===== config.mk =====
export PLATFORM = sky130hd
export DESIGN_NAME = ball_hit_demux
export DESIGN_NICKNAME = d
export VERILOG_FILES = /design/src/rtl/ball_hit_demux.sv
export SDC_FILE = /design/constraint.sdc
export NUM_CORES = 1
export LEC_CHECK = 0
export ABC_AREA = 1
export CAP_MARGIN = 30
export CORE_MARGIN = 10
export CORE_UTILIZATION = 29
export CTS_CLUSTER_SIZE = 28
export DETAILED_ROUTE_END_ITERATION = 16
export PLACE_DENSITY = 0.5
export SKIP_CTS_REPAIR_TIMING = 1
export SLEW_MARGIN = 20
export SYNTH_ARGS = -nofsm -noshare
export SYNTH_HDL_FRONTEND = slang
export SYNTH_SLANG_ARGS = --single-unit

===== constraint.sdc =====
create_clock -name clk -period 1.45 [get_ports clk]
set_input_delay 0.2175 -clock clk [delete_from_list [all_inputs] [get_ports clk]]
set_output_delay 0.2175 -clock clk [all_outputs]
set_load 0.02 [all_outputs]

===== src/rtl/ball_hit_demux.sv =====
// Per-pixel collision resolver: maps shot/player collisions back to the owning ball
// (priority big ball 1 > big ball 2 > huge ball) and reports at start of frame.
module ball_hit_demux #(
  parameter int CNT_W = 8
) (
  input  logic             clk,
  input  logic             resetN,
  input  logic             startOfFrame,
  input  logic             hugeBallRequest,
  input  logic             bigBall1Request,
  input  logic             bigBall2Request,
  input  logic             shotRequest,
  input  logic             playerRequest,
  output logic             shotClear,
  output logic             hugeBallHit,
  output logic             bigBall1Hit,
  output logic             bigBall2Hit,
  output logic             playerHit,
  output logic [CNT_W-1:0] hitCount
);

  typedef enum logic [0:0] {
    COLLECT = 1'b0,
    LOCKED  = 1'b1
  } state_t;

  localparam logic [CNT_W-1:0] CNT_MAX = {CNT_W{1'b1}};

  // One-hot owner, bit order {huge, big2, big1}; same priority as the draw merger
  function automatic logic [2:0] owner_decode(input logic big1, input logic big2,
                                              input logic huge);
    if (big1) begin
      owner_decode = 3'b001;
    end else if (big2) begin
      owner_decode = 3'b010;
    end else if (huge) begin
      owner_decode = 3'b100;
    end else begin
      owner_decode = 3'b000;
    end
  endfunction

  state_t     state_r;
  state_t     state_nxt_s;
  logic [2:0] owner_s;
  logic       shot_col_s;
  logic       player_col_s;
  logic       take_shot_s;
  logic [2:0] owner_flag_r;
  logic [2:0] owner_flag_nxt_s;
  logic       player_flag_r;
  logic       player_flag_nxt_s;

  assign owner_s      = owner_decode(bigBall1Request, bigBall2Request, hugeBallRequest);
  assign shot_col_s   = shotRequest && (owner_s != 3'b000);
  assign player_col_s = playerRequest &&
                        (hugeBallRequest || bigBall1Request || bigBall2Request);

  // State register
  always_ff @(posedge clk or negedge resetN) begin
    if (!resetN) begin
      state_r <= COLLECT;
    end else begin
      state_r <= state_nxt_s;
    end
  end

  // Next-state logic; a report returns to COLLECT unless the same cycle takes a hit
  always_comb begin
    state_nxt_s = state_r;
    case (state_r)
      COLLECT: begin
        if (take_shot_s) begin
          state_nxt_s = LOCKED;
        end else begin
          state_nxt_s = COLLECT;
        end
      end
      LOCKED: begin
        if (take_shot_s) begin
          state_nxt_s = LOCKED;
        end else if (startOfFrame) begin
          state_nxt_s = COLLECT;
        end else begin
          state_nxt_s = LOCKED;
        end
      end
      default: state_nxt_s = COLLECT;
    endcase
  end

  // Output/flag logic; startOfFrame opens a fresh frame so a coincident shot is accepted
  always_comb begin
    take_shot_s       = 1'b0;
    owner_flag_nxt_s  = owner_flag_r;
    player_flag_nxt_s = player_flag_r;
    if (startOfFrame) begin
      take_shot_s = shot_col_s;
    end else if (state_r == COLLECT) begin
      take_shot_s = shot_col_s;
    end else begin
      take_shot_s = 1'b0;
    end
    if (take_shot_s) begin
      owner_flag_nxt_s = owner_s;
    end else if (startOfFrame) begin
      owner_flag_nxt_s = 3'b000;
    end else begin
      owner_flag_nxt_s = owner_flag_r;
    end
    if (startOfFrame) begin
      player_flag_nxt_s = player_col_s;
    end else begin
      player_flag_nxt_s = player_flag_r || player_col_s;
    end
  end

  // Flags and registered report outputs
  always_ff @(posedge clk or negedge resetN) begin
    if (!resetN) begin
      owner_flag_r  <= 3'b000;
      player_flag_r <= 1'b0;
      shotClear     <= 1'b0;
      bigBall1Hit   <= 1'b0;
      bigBall2Hit   <= 1'b0;
      hugeBallHit   <= 1'b0;
      playerHit     <= 1'b0;
      hitCount      <= {CNT_W{1'b0}};
    end else begin
      owner_flag_r  <= owner_flag_nxt_s;
      player_flag_r <= player_flag_nxt_s;
      shotClear     <= take_shot_s;
      bigBall1Hit   <= startOfFrame && owner_flag_r[0];
      bigBall2Hit   <= startOfFrame && owner_flag_r[1];
      hugeBallHit   <= startOfFrame && owner_flag_r[2];
      playerHit     <= startOfFrame && player_flag_r;
      if (startOfFrame && (owner_flag_r != 3'b000) && (hitCount != CNT_MAX)) begin
        hitCount <= hitCount + CNT_W'(1);
      end else begin
        hitCount <= hitCount;
      end
    end
  end

endmodule


==> flow_metrics.py <==
metrics = {
    "critical_path": {
        "required_ps": 1630,
        "cp_top_family": "flip-flops",
        "startpoint": "hitCount[0]",
        "r2r-end": "hitCount[1]",
        "rr_worst_depth": 7,
        "cp_max_fo": 8,
        "r2r-start": "hitCount[0]",
        "worstPathArrival_ps": 1480,
        "path_depth": 7,
        "cp-start-kind": "flop",
        "rrSetupSlack_ps": 160,
        "path_buf_inv": 1,
        "path_cells": "ha_2 > nand3_2 > nor2_2 > nor2_2 > buf_4 > nand2_1 > nand2_1",
        "critical_path_class": "reg2reg",
        "cp-endpoint": "hitCount[1]",
        "slowest_delay_ps": 430,
        "endpoint_kind": "flop",
        "crit_path_top_delay_cell": "dfrtp_1",
    },
    "finish": {
        "diodes": 0,
        "nets": 153,
        "drive_gt1_share_pct": 14.79,
        "fill_cells": 329,
        "syn_to_final_growth_pct": 38.25,
        "utilization_pct": 41.42,
    },
    "synthesis": {
        "synth_top_area_share_pct": 50.07,
        "syn_inst": 114,
        "netlist_area_um2": 899.6,
        "ys_seq_area_share_pct": 50.07,
        "yosys_register_bits": 18,
        "synth.net_count": 123,
        "syn_area_per_cell_um2": 7.891,
        "yosysWarnings": 0,
        "synth_area_leader_cell": "dfrtp_1",
        "yosysUniqueCellTypes": 20,
        "synthTopCellsByArea": "dfrtp_1 (50%), nand2_1 (21%), inv_1 (6.3%)",
    },
    "floorplan": {
        "die_y_um": 75.70,
        "placementRows": 20,
        "dieArea_um2": 5730,
        "io_pins": 21,
        "core_um2": 3003,
        "die_width_um": 75.70,
        "initial_core_util_pct": 29.96,
    },
    "clocking": {
        "numCtsBuffers": 3,
        "clk_latency_ps": 290,
        "cts.sinks": 18,
        "clockBufferDepth": 2,
        "cts_tree": "done",
        "root_buffer": "clkbuf_4",
        "h-tree-depth": 1,
        "path_clk_slew_ps": 100,
    },
    "sta": {
        "timing.final.crit_period_ps": 1291,
        "report.final.setup_viol": 0,
        "worst_pin_slew_ps": 242.4,
        "drv_slew": 0,
        "hold-worst-slack_ps": 251.6,
        "rsz0062_at_grt": "no",
        "slew_headroom_pct": 83.84,
        "hold_viol_final": 0,
        "clock-skew-final_ps": 7.081,
        "max_freq_mhz": 774.6,
        "fin_crit_sh_pct": 89.03,
    },
    "placement": {
        "finalWeightedCongestion": 0.7820,
        "dp_hpwl_mm": 1.521,
        "portBuffers": 20,
    },
    "detailed_routing": {
        "wl_mm": 1.944,
        "vias_per_cell": 4.514,
        "vias": 790,
        "drt_iter0_markers": 20,
        "drc": 0,
        "antenna_left": 0,
        "dr.pass1.iters": 2,
        "wire_per_inst_um": 11.11,
    },
    "status": {
        "status": "completed",
    },
    "global_route": {
        "grt_overflow": 0,
        "grt_pass1_vias": 817,
        "grt_max_degree": 19,
        "antenna_found_initial": 0,
        "grt_pass1_wl_mm": 3.229,
        "gr-usage-all-layers_pct": 7.328,
    },
    "run": {
        "drv_cap": 0,
    },
    "power_and_ir_drop": {
        "ir_drop_v": 0.0005825,
        "pwr_density_cell_nw_per_um2": 1140,
        "power.leakage_nw": 0.8364,
        "p_total_mw": 1.418,
    },
    "worst_hold_path": {
        "hold_path_class": "in2async",
    },
}
-- state kept, by name (all words and copies together) (netlist names) --
register	count
hitCount	8
owner_flag_r	3
bigBall2Hit	1
shotClear	1
player_flag_r	1
hugeBallHit	1
state_r	1
playerHit	1
bigBall1Hit	1
-- cell type report --
cell class                      instances  area (um^2)  share of cell area [%]
Clock buffer                            3        22.52                   1.811
Inverter                               17        65.06                   5.231
Timing Repair Buffer                   25        270.3                   21.73
Tap cell                               33        41.29                   3.320
Sequential cell                        18        450.4                   36.22
Multi-Input combinational cell         79        394.1                   31.69
-- worst reg2reg max path, delay by kind of cell (launching register included) --
kind	cells	cell delay (ps)
buffers and inverters	1	150
adders and majority gates	1	230
DFF	1	430
and+or+nand+nor	5	380
-- per-layer routing --
metal | track usage [%] | vias up | share of wire (%)
met5 | 0 | - | 0
met4 | 3.711 | 0 | 1.6
met3 | 2.214 | 5 | 4.0
met2 | 12.94 | 15 | 50
met1 | 7.692 | 371 | 44
li1 | - | 399 | -
-- worst min-delay path by stage --
stage                                  to  slack, ps  cells after the start
final                     owner_flag_r[0]        250                      2
after global placement          playerHit        480                      2
after floorplan               bigBall1Hit        -80                      0
after CTS                     hitCount[0]        250                      2
after global routing      owner_flag_r[0]        250                      2
after detailed placement      bigBall1Hit        460                      2
-- layout by cell type (no fill, tap or decap), types with 2 or more instances in the layout --
| cell | count |
|---|---|
| buf_4 | 5 |
| clkbuf_4 | 3 |
| clkdlybuf4s50_1 | 7 |
| dfrtp_1 | 18 |
| dlymetal6s2s_1 | 13 |
| inv_1 | 15 |
| nand2_1 | 51 |
| nand2_2 | 3 |
| nand3_1 | 4 |
| nand3_2 | 2 |
| nor2_1 | 5 |
| nor2_2 | 2 |
| o21ai_0 | 2 |
| xnor2_1 | 2 |
-- through the flow --
stage	instances	area, um^2	setup TNS, ps	worst slack [ps]
final	175	1244	0	159.1
after global routing	175	1244	0	34.11
after CTS	174	1194	-1165	-184.3
after detailed placement	171	1171	0	86.07
after global placement	171	1171	0	110.4
after floorplan	114	899.6	0	161.0
-- synthesized netlist by cell type --
| library cell | n |
|---|---|
| nor2_1 | 6 |
| nand2_1 | 51 |
| xor2_1 | 1 |
| nand3_4 | 1 |
| nand2_4 | 1 |
| nor2_2 | 1 |
| dfrtp_1 | 18 |
| inv_1 | 15 |
| ha_1 | 1 |
| clkinv_2 | 1 |
| nand2_2 | 3 |
| nor2_4 | 1 |
| xnor2_1 | 2 |
| a22o_1 | 1 |
| nand3_2 | 1 |
| nand3_1 | 5 |
| inv_2 | 1 |
| o21ai_0 | 2 |
| o21ai_1 | 1 |
| nand3b_1 | 1 |
-- kinds of logic (layout without fill, tap and decap cells) --
group | Yosys count | in the layout | share of synthesized area, %
xor gates and xnor gates | 3 | 3 | 2.921
AOI/OAI and AO/OA | 4 | 4 | 2.642
and+or+nand+nor | 71 | 71 | 35.74
DFF | 18 | 18 | 50.07
adders and majority gates | 1 | 1 | 1.391
buffers and inverters | 17 | 45 | 7.231
-- report_power, final --
group,switching [mW],internal [mW]
sequential,0.0911,0.579
clock,0.148,0.0965
combinational,0.266,0.237
total,0.505,0.913
(Power assumes the default switching activity.)
